## src/rtl/map_rom_arbiter.sv

```systemverilog
// map_rom_arbiter: shares the 8x8 map ROM between the player,
// raycaster and minimap requesters with in-order read return.
module map_rom_arbiter #(
  parameter int ADDR_W     = 6,
  parameter int DATA_W     = 2,
  parameter int ROM_LAT    = 1,
  parameter int STARVE_MAX = 4
) (
  input  logic              clk,
  input  logic              rst,
  input  logic              p_req,
  input  logic [ADDR_W-1:0] p_addr,
  output logic              p_gnt,
  output logic              p_rvalid,
  output logic [DATA_W-1:0] p_rdata,
  input  logic              r_req,
  input  logic [ADDR_W-1:0] r_addr,
  output logic              r_gnt,
  output logic              r_rvalid,
  output logic [DATA_W-1:0] r_rdata,
  input  logic              m_req,
  input  logic [ADDR_W-1:0] m_addr,
  output logic              m_gnt,
  output logic              m_rvalid,
  output logic [DATA_W-1:0] m_rdata,
  output logic [ADDR_W-1:0] rom_addr,
  output logic              rom_en,
  input  logic [DATA_W-1:0] rom_data
);

  localparam int CW = $clog2(STARVE_MAX + 1);
  localparam int PD = ROM_LAT + 1;

  localparam logic [1:0] ID_P = 2'd0;
  localparam logic [1:0] ID_R = 2'd1;
  localparam logic [1:0] ID_M = 2'd2;

  localparam logic [CW-1:0] SMAX = CW'(STARVE_MAX);
  localparam logic [CW-1:0] ONE  = CW'(1);

  logic [CW-1:0]      r_cnt;
  logic [CW-1:0]      m_cnt;
  logic               ptr_m;
  logic               sr;
  logic               sm;
  logic               g_p;
  logic               g_r;
  logic               g_m;
  logic               xfer;
  logic [ADDR_W-1:0]  sel_addr;
  logic [1:0]         sel_id;
  logic [PD-1:0]      tag_v;
  logic [PD-1:0][1:0] tag_id;
  logic               p_hit;
  logic               r_hit;
  logic               m_hit;
  logic [DATA_W-1:0]  p_hold;
  logic [DATA_W-1:0]  r_hold;
  logic [DATA_W-1:0]  m_hold;

  assign sr = r_req && (r_cnt == SMAX);
  assign sm = m_req && (m_cnt == SMAX);

  // Pick one winner: starved 1/2 first, then player, then RR.
  always_comb begin
    g_p = 1'b0;
    g_r = 1'b0;
    g_m = 1'b0;
    if (!rst) begin
      if (sr && sm) begin
        g_r = !ptr_m;
        g_m = ptr_m;
      end else if (sr) begin
        g_r = 1'b1;
      end else if (sm) begin
        g_m = 1'b1;
      end else if (p_req) begin
        g_p = 1'b1;
      end else if (r_req && m_req) begin
        g_r = !ptr_m;
        g_m = ptr_m;
      end else if (r_req) begin
        g_r = 1'b1;
      end else if (m_req) begin
        g_m = 1'b1;
      end
    end
  end

  assign p_gnt = g_p;
  assign r_gnt = g_r;
  assign m_gnt = g_m;
  assign xfer  = g_p || g_r || g_m;

  // Route the winning address and its owner id to the issue stage.
  always_comb begin
    sel_addr = p_addr;
    sel_id   = ID_P;
    if (g_r) begin
      sel_addr = r_addr;
      sel_id   = ID_R;
    end else if (g_m) begin
      sel_addr = m_addr;
      sel_id   = ID_M;
    end
  end

  // RR pointer flips after every port 1/2 grant.
  always_ff @(posedge clk or posedge rst) begin
    if (rst) begin
      ptr_m <= 1'b0;
    end else if (g_r) begin
      ptr_m <= 1'b1;
    end else if (g_m) begin
      ptr_m <= 1'b0;
    end
  end

  // Raycaster starvation count, saturating.
  always_ff @(posedge clk or posedge rst) begin
    if (rst) begin
      r_cnt <= '0;
    end else if (!r_req || g_r) begin
      r_cnt <= '0;
    end else if (r_cnt != SMAX) begin
      r_cnt <= r_cnt + ONE;
    end
  end

  // Minimap starvation count, saturating.
  always_ff @(posedge clk or posedge rst) begin
    if (rst) begin
      m_cnt <= '0;
    end else if (!m_req || g_m) begin
      m_cnt <= '0;
    end else if (m_cnt != SMAX) begin
      m_cnt <= m_cnt + ONE;
    end
  end

  // Register the ROM request; address holds when idle.
  always_ff @(posedge clk or posedge rst) begin
    if (rst) begin
      rom_addr <= '0;
      rom_en   <= 1'b0;
    end else begin
      rom_en <= xfer;
      if (xfer) begin
        rom_addr <= sel_addr;
      end
    end
  end

  // Owner tags ride alongside the ROM access, in order.
  always_ff @(posedge clk or posedge rst) begin
    if (rst) begin
      tag_v  <= '0;
      tag_id <= '0;
    end else begin
      tag_v  <= {tag_v[PD-2:0], xfer};
      tag_id <= {tag_id[PD-2:0], sel_id};
    end
  end

  assign p_hit = tag_v[PD-1] && (tag_id[PD-1] == ID_P);
  assign r_hit = tag_v[PD-1] && (tag_id[PD-1] == ID_R);
  assign m_hit = tag_v[PD-1] && (tag_id[PD-1] == ID_M);

  // Keep each port's last returned cell for idle cycles.
  always_ff @(posedge clk or posedge rst) begin
    if (rst) begin
      p_hold <= '0;
      r_hold <= '0;
      m_hold <= '0;
    end else begin
      if (p_hit) p_hold <= rom_data;
      if (r_hit) r_hold <= rom_data;
      if (m_hit) m_hold <= rom_data;
    end
  end

  assign p_rvalid = p_hit;
  assign r_rvalid = r_hit;
  assign m_rvalid = m_hit;
  assign p_rdata  = p_hit ? rom_data : p_hold;
  assign r_rdata  = r_hit ? rom_data : r_hold;
  assign m_rdata  = m_hit ? rom_data : m_hold;

endmodule

```

## config.mk

```make
export PLATFORM = sky130hd
export DESIGN_NAME = map_rom_arbiter
export DESIGN_NICKNAME = d
export VERILOG_FILES = /design/src/rtl/map_rom_arbiter.sv
export SDC_FILE = /design/constraint.sdc
export NUM_CORES = 1
export LEC_CHECK = 0
export ABC_AREA = 1
export ABC_CLOCK_PERIOD_IN_PS = 3550
export BUFFER_PORTS_ARGS = -buffer_cell sky130_fd_sc_hd__buf_4
export CELL_PAD_IN_SITES_DETAIL_PLACEMENT = 2
export CELL_PAD_IN_SITES_GLOBAL_PLACEMENT = 2
export CORE_UTILIZATION = 30
export CTS_CLUSTER_DIAMETER = 100
export DETAILED_ROUTE_END_ITERATION = 10
export PLACE_DENSITY_LB_ADDON = 0.1
export REMOVE_ABC_BUFFERS = 1
export SLEW_MARGIN = 20
export SYNTH_ARGS = -nofsm -noshare
export SYNTH_HDL_FRONTEND = slang
export SYNTH_SLANG_ARGS = --single-unit
```

## constraint.sdc

```tcl
create_clock -name clk -period 3.55 [get_ports clk]
set_input_delay 0.5325 -clock clk [delete_from_list [all_inputs] [get_ports clk]]
set_output_delay 0.5325 -clock clk [all_outputs]
set_load 0.01 [all_outputs]
```

==> results by group <==
Outcome
  – Status: finished, final reports clean

Min path
  – HP Class: in2async

Die
  – Die Width: 68.05 um
  – Initial core utilization: 32.03%
  – Core Region: 4086 um2
  – Die area: 4631 um2
  – FP Rows: 23
  – Die Ht: 68.05 um
  – # IOs: 44

Yosys
  – Synth warnings: 0
  – Register area share after synthesis: 47.80%
  – Synthesized area: 1309 um2
  – Mapped Cells: 150
  – Synth top area cells: dfrtp_1, nand2_1, nand3_1, nand3_4, inv_1
  – Yosys top cell by area: dfrtp_1
  – Synth top area share: 47.80%
  – Post-synth cell types: 20
  – Mean Syn Cell Area: 8.725 um2
  – Synthesized flop and latch total: 25

Worst setup path
  – Data arrival time of the critical path: 1.85 ns
  – Worst Path Required: 3.02 ns
  – CP top delay family: simple AND/OR/NAND/NOR gates
  – Reg2reg path depth: 10
  – Largest stage delay, worst path: 0.39 ns
  – CP Class: reg2out
  – Stages on worst setup path: 8
  – CP max FO: 10
  – CP Buf/Inv Count: 3
  – Critical Path End Type: output port
  – Crit path top cell by count: nand3_4
  – CP startpoint kind: flip-flop
  – Crit-path cells: inv_1 > ha_1 > nand3_4 > nand3_1 > nand2_2 > nand3_4 > inv_2 > buf_4
  – CP max-delay cell: dfrtp_1

Clock tree
  – CTS tree: done
  – Hold_buf cts: 0
  – H-tree depth: 1
  – Clk_lat worst skew: 0.29 ns
  – Post_cts resized: 0
  – Post-CTS Setup Bufs: 0
  – CTS buffer count: 3
  – Reg clk slew, reported paths: 0.10 ns
  – Clock tree buffer depth: 2
  – Clock Root Buffer: clkbuf_8
  – CTS sink cnt: 25

Pwr
  – Logic gate share of total power: 35.4%
  – Power after layout: 0.9031 mW
  – Leakage: 0.9123 nW
  – Psw: 0.3266 mW
  – Max VDD drop: 0.2259 mV
  – Flop pwr share: 44.1%
  – Pwr dens: 517.4 nW/um2
  – Int Power: 0.5765 mW
  – Sw Share: 36.16%
  – Clock network power share: 20.5%

Layout
  – # fillers: 483
  – # nets final: 227
  – Post-route cell area: 1745 um2
  – Seq. cell area: 625.6 um2
  – Area added between synthesis and finish: 33.36%
  – Final core occ: 42.71%
  – Multi-input combinational cell area: 589.3 um2
  – Layout cells sized above 1: 31.47%
  – ANT cells: 0

Job
  – Max capacitance violation total: 0

Routing
  – DRC viols: 0
  – Vias per inst: 4.927
  – DRT Wirelength: 4052 um
  – Vias: 1217
  – Initial DRT Pass Iterations: 4
  – Wirelength per Cell: 16.40 um
  – Starting DRT DRC Count: 39
  – Final antenna-violating net count: 0

GRT
  – Met3 Use GR: 3.667%
  – Total Routing Usage GR: 19.96%
  – Grt total ovfl: 0
  – Global-route wire length before repair: 6541 um
  – Met1 Resource Use GR: 22.37%
  – Global Route met2 Usage: 36.89%
  – Initial antenna violation count: 0
  – Most Crowded Layer GR: met2
  – Largest net degree at the start of global routing: 24
  – Number of global-route vias before repair: 1354

Place
  – I/O Buffers: 43
  – DP Wirelength: 3272 um
  – DP Area: 1697 um2
  – GP Congestion: 0.8515

Timing
  – Worst Tran Pin Value: 0.4893 ns
  – Final period utilization: 67.15%
  – Max_slew headroom: 67.34%
  – Tmin final: 2.384 ns
  – Final setup violation count: 0
  – Max Slew Vio Count: 0
  – Final Skew: 0.008721 ns
  – RSZ-0062 raised after global routing: false
  – Peak Freq: 419.5 MHz
  – Final hold vios: 0
  – Post-route setup TNS: 0 ns
-- logic make-up (layout without fill, tap and decap cells) --
kind of cell    count (synthesis)  count (layout)  share of synthesized area [%]
flops                          25              25                          47.80
xor+xnor                        2               2                          1.339
compound gates                 11              11                          4.397
fa+ha+maj                       4               4                          3.824
buf+inv                        24              71                          7.170
simple gates                   84              84                          35.47
-- cells in the mapped netlist --
master / n
nand3_1: 21
inv_2: 1
nand2_1: 38
nor2_1: 3
nor3_1: 3
nand2_2: 4
a21oi_1: 1
inv_1: 21
dfrtp_1: 25
nor2_4: 2
xnor2_1: 2
ha_1: 4
a211oi_1: 1
o21ai_1: 2
nand2_4: 1
inv_4: 1
nand3_4: 5
buf_2: 1
nand4_1: 7
o21ai_0: 7
-- per-layer routing --
metal	vias up	wire [um]
met1	594	1656
met3	6	184
met5	-	0
met4	0	81
met2	37	2129
li1	580	-
-- power groups by stage --
stage	Clock [mW]	Combinational (mW)	Sequential [mW]
detailed placement	0	0.327	0.405
floorplan	0	0.160	0.401
global route	0.200	0.362	0.407
finish	0.185	0.320	0.398
global placement	0	0.303	0.397
CTS	0.191	0.328	0.400
-- metrics by stage --
step	instances	hold slack [ns]	setup slack, ns
5_1_grt	247	0.3211	1.027
3_3_place_gp	243	0.3340	1.473
2_1_floorplan	149	0.3312	1.276
6_report	247	0.2936	1.166
4_1_cts	247	0.2992	1.144
3_5_place_dp	243	0.3418	1.343
-- area by class of cell --
cell class,count,share of cell area (%)
Multi-Input combinational cell,101,33.76
Clock buffer,3,2.366
Inverter,23,5.090
Tap cell,50,3.584
Sequential cell,25,35.84
Timing Repair Buffer,44,18.92
Clock inverter,1,0.4301
-- final timing paths --
| kind | from | endpoint | slack, ns |
|---|---|---|---|
| max | r_cnt[0]$_DFFE_PP0P_ | m_gnt | 1.17 |
| min | rst | rom_addr[1]$_DFFE_PP0P_ | 0.29 |
| max reg2reg | r_cnt[0]$_DFFE_PP0P_ | rom_addr[5]$_DFFE_PP0P_ | 1.75 |
| min reg2reg | tag_id[1]$_DFF_PP0_ | tag_id[3]$_DFF_PP0_ | 0.35 |
| max in group asynchronous | rst | rom_addr[4]$_DFFE_PP0P_ | 2.56 |
| min in group clk | tag_id[1]$_DFF_PP0_ | tag_id[3]$_DFF_PP0_ | 0.35 |
-- worst reg2reg max path, cell delays in order (launching register included) --
cell and delay, ns:
dfrtp_1 0.39, inv_1 0.08, ha_1 0.25, nand3_4 0.13, nand3_1 0.11, nand2_2 0.17, nand3_4 0.18, nand3_4 0.17
inv_4 0.07, nand2_1 0.08, nand2_1 0.07
-- registers in the layout, summed over array words and instances (netlist names) --
signal / cells
r_cnt: 3
r_hold: 2
tag_id: 4
rom_addr: 6
m_hold: 2
ptr_m: 1
m_cnt: 3
tag_v: 2
p_hold: 2
-- cells in the final DEF, fill, tap and decap left out, drive strengths merged --
| cell | n |
|---|---|
| nor2 | 5 |
| a211oi | 1 |
| o21ai | 9 |
| a21oi | 1 |
| dfrtp | 25 |
| clkbuf | 3 |
| nand4 | 7 |
| ha | 4 |
| nand2 | 43 |
| nor3 | 3 |
| nand3 | 26 |
| inv | 23 |
| clkinvlp | 1 |
| xnor2 | 2 |
| buf | 44 |
Note: power is estimated with default switching activity, not from simulation.
